### config.mk
export PLATFORM = sky130hd
export DESIGN_NAME = uart_tx
export DESIGN_NICKNAME = d
export VERILOG_FILES = /design/src/rtl/uart_tx.sv
export SDC_FILE = /design/constraint.sdc
export NUM_CORES = 1
export LEC_CHECK = 0
export BUFFER_PORTS_ARGS = -buffer_cell sky130_fd_sc_hd__buf_4
export CORE_MARGIN = 2
export CORE_UTILIZATION = 35
export CTS_BUF_LIST = sky130_fd_sc_hd__clkbuf_8 sky130_fd_sc_hd__clkbuf_16
export CTS_CLUSTER_SIZE = 14
export DETAILED_ROUTE_END_ITERATION = 10
export GPL_ROUTABILITY_DRIVEN = 0
export PLACE_DENSITY = 0.57
export SYNTH_ARGS = -nofsm -noshare
export SYNTH_HDL_FRONTEND = slang
export SYNTH_SLANG_ARGS = --single-unit
### constraint.sdc
create_clock -name sysclk -period 2.61 [get_ports sysclk]
set_clock_uncertainty 0.1 [all_clocks]
set_input_delay 0.522 -clock sysclk [delete_from_list [all_inputs] [get_ports sysclk]]
set_output_delay 0.522 -clock sysclk [all_outputs]
set_load 0.02 [all_outputs]
### src/rtl/uart_tx.sv
// UART transmitter: 8 data bits LSB first, optional odd/even parity, 1 or 2 stop bits.
// Bit time is PSCALER sysclk cycles; the serial line is registered and idles high.
module uart_tx #(
  parameter int N         = 10,
  parameter int PSCALER   = 625,
  parameter int PARITY    = 0,
  parameter int STOP_BITS = 1
) (
  input  logic       sysclk,
  input  logic       reset,
  input  logic [7:0] tx_data,
  input  logic       tx_valid,
  output logic       tx_ready,
  output logic       tx_o,
  output logic       tx_busy,
  output logic       tx_done
);

  typedef enum logic [2:0] {
    IDLE  = 3'd0,
    START = 3'd1,
    DATA  = 3'd2,
    PAR   = 3'd3,
    STOP  = 3'd4
  } state_t;

  localparam logic [N-1:0] PS_LAST   = N'(PSCALER - 1);
  localparam logic         STOP_LAST = 1'(STOP_BITS - 1);

  state_t       state, state_n;
  logic [N-1:0] psc, psc_n;
  logic [2:0]   bit_cnt, bit_cnt_n;
  logic         stop_cnt, stop_cnt_n;
  logic [7:0]   sreg, sreg_n;
  logic         par_bit, par_bit_n;
  logic         tx_q, tx_n;
  logic         done_q, done_n;
  logic         tick;

  assign tick = (psc == PS_LAST);

  always_ff @(posedge sysclk) begin
    if (reset) begin
      state    <= IDLE;
      psc      <= '0;
      bit_cnt  <= '0;
      stop_cnt <= '0;
      sreg     <= '0;
      par_bit  <= 1'b0;
      tx_q     <= 1'b1;
      done_q   <= 1'b0;
    end else begin
      state    <= state_n;
      psc      <= psc_n;
      bit_cnt  <= bit_cnt_n;
      stop_cnt <= stop_cnt_n;
      sreg     <= sreg_n;
      par_bit  <= par_bit_n;
      tx_q     <= tx_n;
      done_q   <= done_n;
    end
  end

  // The line level for the next cycle is chosen alongside the state transition,
  // so tx_o is a plain flop that changes exactly on bit boundaries.
  always_comb begin
    state_n    = state;
    psc_n      = tick ? '0 : psc + 1'b1;
    bit_cnt_n  = bit_cnt;
    stop_cnt_n = stop_cnt;
    sreg_n     = sreg;
    par_bit_n  = par_bit;
    tx_n       = tx_q;
    done_n     = 1'b0;

    case (state)
      IDLE: begin
        psc_n = '0;
        tx_n  = 1'b1;
        if (tx_valid) begin
          sreg_n    = tx_data;
          par_bit_n = (PARITY == 1) ? ~(^tx_data) : (^tx_data);
          bit_cnt_n = '0;
          state_n   = START;
          tx_n      = 1'b0;
        end
      end
      START: begin
        if (tick) begin
          state_n = DATA;
          tx_n    = sreg[0];
        end
      end
      DATA: begin
        if (tick) begin
          if (bit_cnt == 3'd7) begin
            bit_cnt_n  = '0;
            stop_cnt_n = 1'b0;
            if (PARITY != 0) begin
              state_n = PAR;
              tx_n    = par_bit;
            end else begin
              state_n = STOP;
              tx_n    = 1'b1;
            end
          end else begin
            bit_cnt_n = bit_cnt + 3'd1;
            sreg_n    = {1'b0, sreg[7:1]};
            tx_n      = sreg[1];
          end
        end
      end
      PAR: begin
        if (tick) begin
          state_n    = STOP;
          stop_cnt_n = 1'b0;
          tx_n       = 1'b1;
        end
      end
      STOP: begin
        tx_n = 1'b1;
        if (tick) begin
          if (stop_cnt == STOP_LAST) begin
            state_n    = IDLE;
            stop_cnt_n = 1'b0;
            done_n     = 1'b1;
          end else begin
            stop_cnt_n = 1'b1;
          end
        end
      end
      default: begin
        state_n    = IDLE;
        psc_n      = '0;
        bit_cnt_n  = '0;
        stop_cnt_n = 1'b0;
        tx_n       = 1'b1;
      end
    endcase
  end

  assign tx_ready = (state == IDLE);
  assign tx_busy  = (state != IDLE);
  assign tx_o     = tx_q;
  assign tx_done  = done_q;

endmodule
Word-level counts from Yosys, hierarchy flattened
Cells that the tools add are included.

operators by class
  eq/ne operators = 14
  muxes and demuxes = 29
  reductions and logical operators = 13
  $add $sub $neg = 2
  bitwise gates (word level) = 5

operators by type and width
  operator                                                               number
  3-bit 2-to-1 mux                                                       10
  8-bit 2-to-1 mux                                                       3
  2-bit != test, second input constant                                   8
  8-bit case mux with 2 select lines                                     1
  3-bit case mux with 5 select lines                                     1
  1-bit 2-to-1 mux                                                       11
  10-bit by 1-bit adder with 10-bit output, second input constant        1
  10-bit equality test, second input constant                            1
  3-bit case mux with 3 select lines                                     1
  3-bit OR reduction                                                     3
  1-bit case mux with 4 select lines                                     2
  7-bit AND reduction                                                    1
  3-bit by 2-bit equality test with 1-bit output, second input constant  2
  3-bit equality test, second input constant                             2
  3-bit AND reduction                                                    2
  1-bit inverter                                                         5
  5-bit AND reduction                                                    1
  4-bit AND reduction                                                    1
  4-bit OR reduction                                                     1
  3-bit by 1-bit adder with 3-bit output, second input constant          1
  3-bit by 1-bit equality test with 1-bit output, second input constant  1
  3-bit zero test                                                        1
  3-bit nonzero test                                                     1
  2-bit nonzero test                                                     1
  2-bit OR reduction                                                     1

storage, ports and cells
  output and inout port bits = 4
  input port bits = 11
  register bits = 27
  logic and storage cells = 70

Depth between registers and ports, before layout
  depth after elaboration = 4
  mapped depth = 7
  depth with buffers taken out = 6

Worst setup path after synthesis
OpenSTA, ideal clock, no wires.

  path kind = reg2reg
  start point = reg psc[3]
  end point = reg bit_cnt[0]
  clock period less this slack = 2.226 ns
  library setup time = 0.067 ns
  cell stages (with the launch flop) = 7
  required time = 2.443 ns
  path buffers = 2
  path slack = 0.384 ns
  arrival = 2.059 ns
  path through = dfxtp_1 > or4_1 > buf_2 > or4_1 > buf_2 > a2111o_1 > a21oi_2

on the way
  word-level cells in the longest chain between the ends = 3

ends and longest elaborated chain
  what                                  RTL line  text
  from (decl)                           31        logic [N-1:0] psc, psc_n;
  from (signal assigned)                54        psc <= psc_n;
  10-bit equality test                  40        assign tick = (psc == PS_LAST);
  2-bit != test (no source line)        n/a
  3-bit AND reduction (no source line)  n/a
  to (signal assigned)                  55        bit_cnt <= bit_cnt_n;
  to (decl)                             32        logic [2:0] bit_cnt, bit_cnt_n;

No other way between the ends.
A chain may end at the register's enable or synchronous reset.

Final worst setup path
  start point = reg psc[7]
  end point = reg bit_cnt[0]

Same word-level chain as after synthesis.

==> impl_metrics.yaml <==
die:
  die_width_um: 64.7
  coreArea_um2: 3610
  start_util: 0.358
  fp.dieArea_um2: 4190
  die_h_um: 64.7
  io_pins: 15
  row_count: 22
yosys:
  yosys.area.top_type_share: 0.403
  synth-edff-count: 0
  syn_avg_cell_area_um2: 8.78
  yosysUniqueCellTypes: 39
  synth_most_common_cell: "dfxtp_1"
  synth_commonest_cells: "dfxtp_1, nor2_1, a21oi_1, a211oi_1, mux2i_1"
  ys_seq_elements: 26
  synth_area_leaders: "dfxtp_1, nor2_1, mux2i_1"
  synthArstFlopShare: 0
  ys_seq_area_frac: 0.403
  synthFlopType: "dfxtp_1"
  syn_nets: 162
  yosysTopAreaCell: "dfxtp_1"
  syn_inst: 147
  syn_area_um2: 1290
  yosys_warnings: 0
critical_path:
  rr_endpoint: "bit_cnt[0]"
  start_kind: "register"
  path_cells: "or4_1 -> or4_1 -> a2111o_1 -> a21oi_2"
  crit_fanout: 6
  path_buf_inv: 0
  path_delay_family: "simple AND/OR/NAND/NOR gates"
  regToRegSetupSlack_ns: 0.31
  slowest_stage: "or4_1"
  cp.required_ns: 2.72
  endpoint: "bit_cnt[0]"
  cpMostUsedCell: "or4_1"
  slowest_delay_ns: 0.64
  reg2regPathDepth: 4
  worst_ep_arrival_time_ns: 2.41
  r2r-start: "psc[7]"
  path_class: "register to register"
  crit_path_end_kind: "register"
  cp.depth: 4
  critPathLaunch: "psc[7]"
routing:
  wl_um: 2620
  antenna_left: 0
  vias_per_cell: 5.35
  drcViolationCount: 0
  drt_iter0_markers: 51
  vias: 1102
  drt_pre_antenna_iters: 4
  detail_route.wl_per_cell_um: 12.7
clock_tree:
  postCtsSetupBuffers: 0
  clock_path_buffers: 2
  cts_hold_buf: 0
  cts_root_buf: "clkbuf_8"
  cts_buffers: 3
  htreeDepth: 1
  insertion_delay_ns: 0.27
  clock_sinks: 26
  cts_resized: 0
  clkTransAtPathRegs_ns: 0.09
  cts_tree: "done"
power_and_ir_drop:
  seq_power_share: 0.552
  cellPowerDensity_nw_per_um2: 534
  clkPwrFrac: 0.292
  leakagePower_nw: 0.544
  max-vdd-ir-drop_mv: 0.189
  combPwrFrac: 0.156
  switching_share: 0.274
  power.internal_mw: 0.575
  switchingPower_mw: 0.217
timing:
  fin_crit_sh: 0.880
  slew_viol_final: 0
  hold_viol: 0
  fin_crit_ns: 2.30
  max_freq_mhz: 435
  rsz0062_at_grt: "false"
  relSlewSlack: 0.475
  fin_tns_setup_ns: 0
  max_slew.worst_pin.slew_ns: 0.785
  setup_viol: 0
place:
  hpwlAfterDp_um: 1950
  post_dp_cell_area_um2: 1440
  port-buffer-count: 14
cells_and_area:
  antenna_cells: 0
  syn_to_final_growth_pct: 14.9
  drive_gt1_frac: 0.177
  fin_area_um2: 1480
  fin_nets: 175
  fillers: 360
global_routing:
  grt_antenna_before_repair: 0
  grt_pass1_wl_um: 4490
  grt_pass1_vias: 1005
  grt_max_degree: 14
  grt_use_total: 0.136
  overflow: 0
outcome:
  status: "completed"
hold_path:
  hold_class: "register to register"
run:
  max_cap_violations: 0
==> how the worst min path moves through the flow <==
stage | from | to | slack [ns] | cells after the start
finish | psc[0] | psc[0] | 0.39 | 1
global route | reset | bit_cnt[0] | 0.42 | 2
CTS | reset | bit_cnt[0] | 0.40 | 2
detailed placement | psc[0] | psc[0] | 0.38 | 1
global placement | psc[0] | psc[0] | 0.36 | 1
floorplan | psc[0] | psc[0] | 0.34 | 1
==> state kept, by name, indices dropped and copies added (netlist names) <==
name	count
tx_done	1
psc	10
tx_o	1
state	3
sreg	8
bit_cnt	3
==> layout make-up <==
type	count	area, µm²	share of cell area
inverters	6	22.5	0.0152
flip-flops and latches	26	520	0.351
repair buffers	17	128	0.0860
multi-input cells	106	712	0.480
well taps	48	60.1	0.0405
clock buffers	3	41.3	0.0278
==> metal layers <==
metal | GRT usage | part of all wire | vias up
li1 | - | - | 550
met1 | 0.181 | 0.49 | 515
met2 | 0.213 | 0.45 | 32
met3 | 0.0226 | 0.045 | 5
met4 | 0.0665 | 0.021 | 0
met5 | 0 | 0 | -
==> power groups by stage <==
stage	clock network, mW	logic [mW]	registers [mW]
floorplan	0	0.0875	0.441
global placement	0	0.123	0.445
detailed placement	0	0.124	0.447
CTS	0.236	0.125	0.438
global route	0.247	0.140	0.442
finish	0.231	0.124	0.437
==> cells by family (layout without fill, tap and decap cells) <==
group	after synthesis	count (layout)	share of synthesized area
AOI/OAI and AO/OA	32	32	0.185
xor gates and xnor gates	8	8	0.0543
adders and majority gates	4	4	0.0388
buffers and inverters	15	26	0.0455
DFF	26	26	0.403
muxes	7	7	0.0543
and+or+nand+nor	55	55	0.219
==> metrics by stage <==
stage,util,hold slack (ns),instances,setup WS (ns),power [mW]
after CTS,0.412,0.397,206,0.311,0.799
final,0.412,0.392,206,0.312,0.793
after global routing,0.412,0.422,206,0.228,0.828
after detailed placement,0.400,0.381,203,0.347,0.572
after global placement,0.400,0.362,203,0.369,0.568
after floorplan,-,0.337,147,0.384,0.529
==> cell usage in the layout, fill, tap and decap left out, types with 3 or more instances in the layout <==
master    count
nand3_1       6
nand2_1       6
buf_4        17
a21oi_1      11
nor2_1       20
dfxtp_1      26
inv_1         6
or4_1         3
a211oi_1      7
nand4_1       3
xor2_1        4
xnor2_1       4
nor3_1        3
clkbuf_8      3
mux2i_1       7
ha_1          4
nand2b_1      4
==> worst register-to-register path, delay by kind of cell, from the launching register on <==
| family | cells | cell delay [ns] |
|---|---|---|
| AND/OR/NAND/NOR | 2 | 1.26 |
| AO/OA/AOI/OAI | 2 | 0.55 |
| flip-flops | 1 | 0.33 |
(Power assumes the default switching activity.)
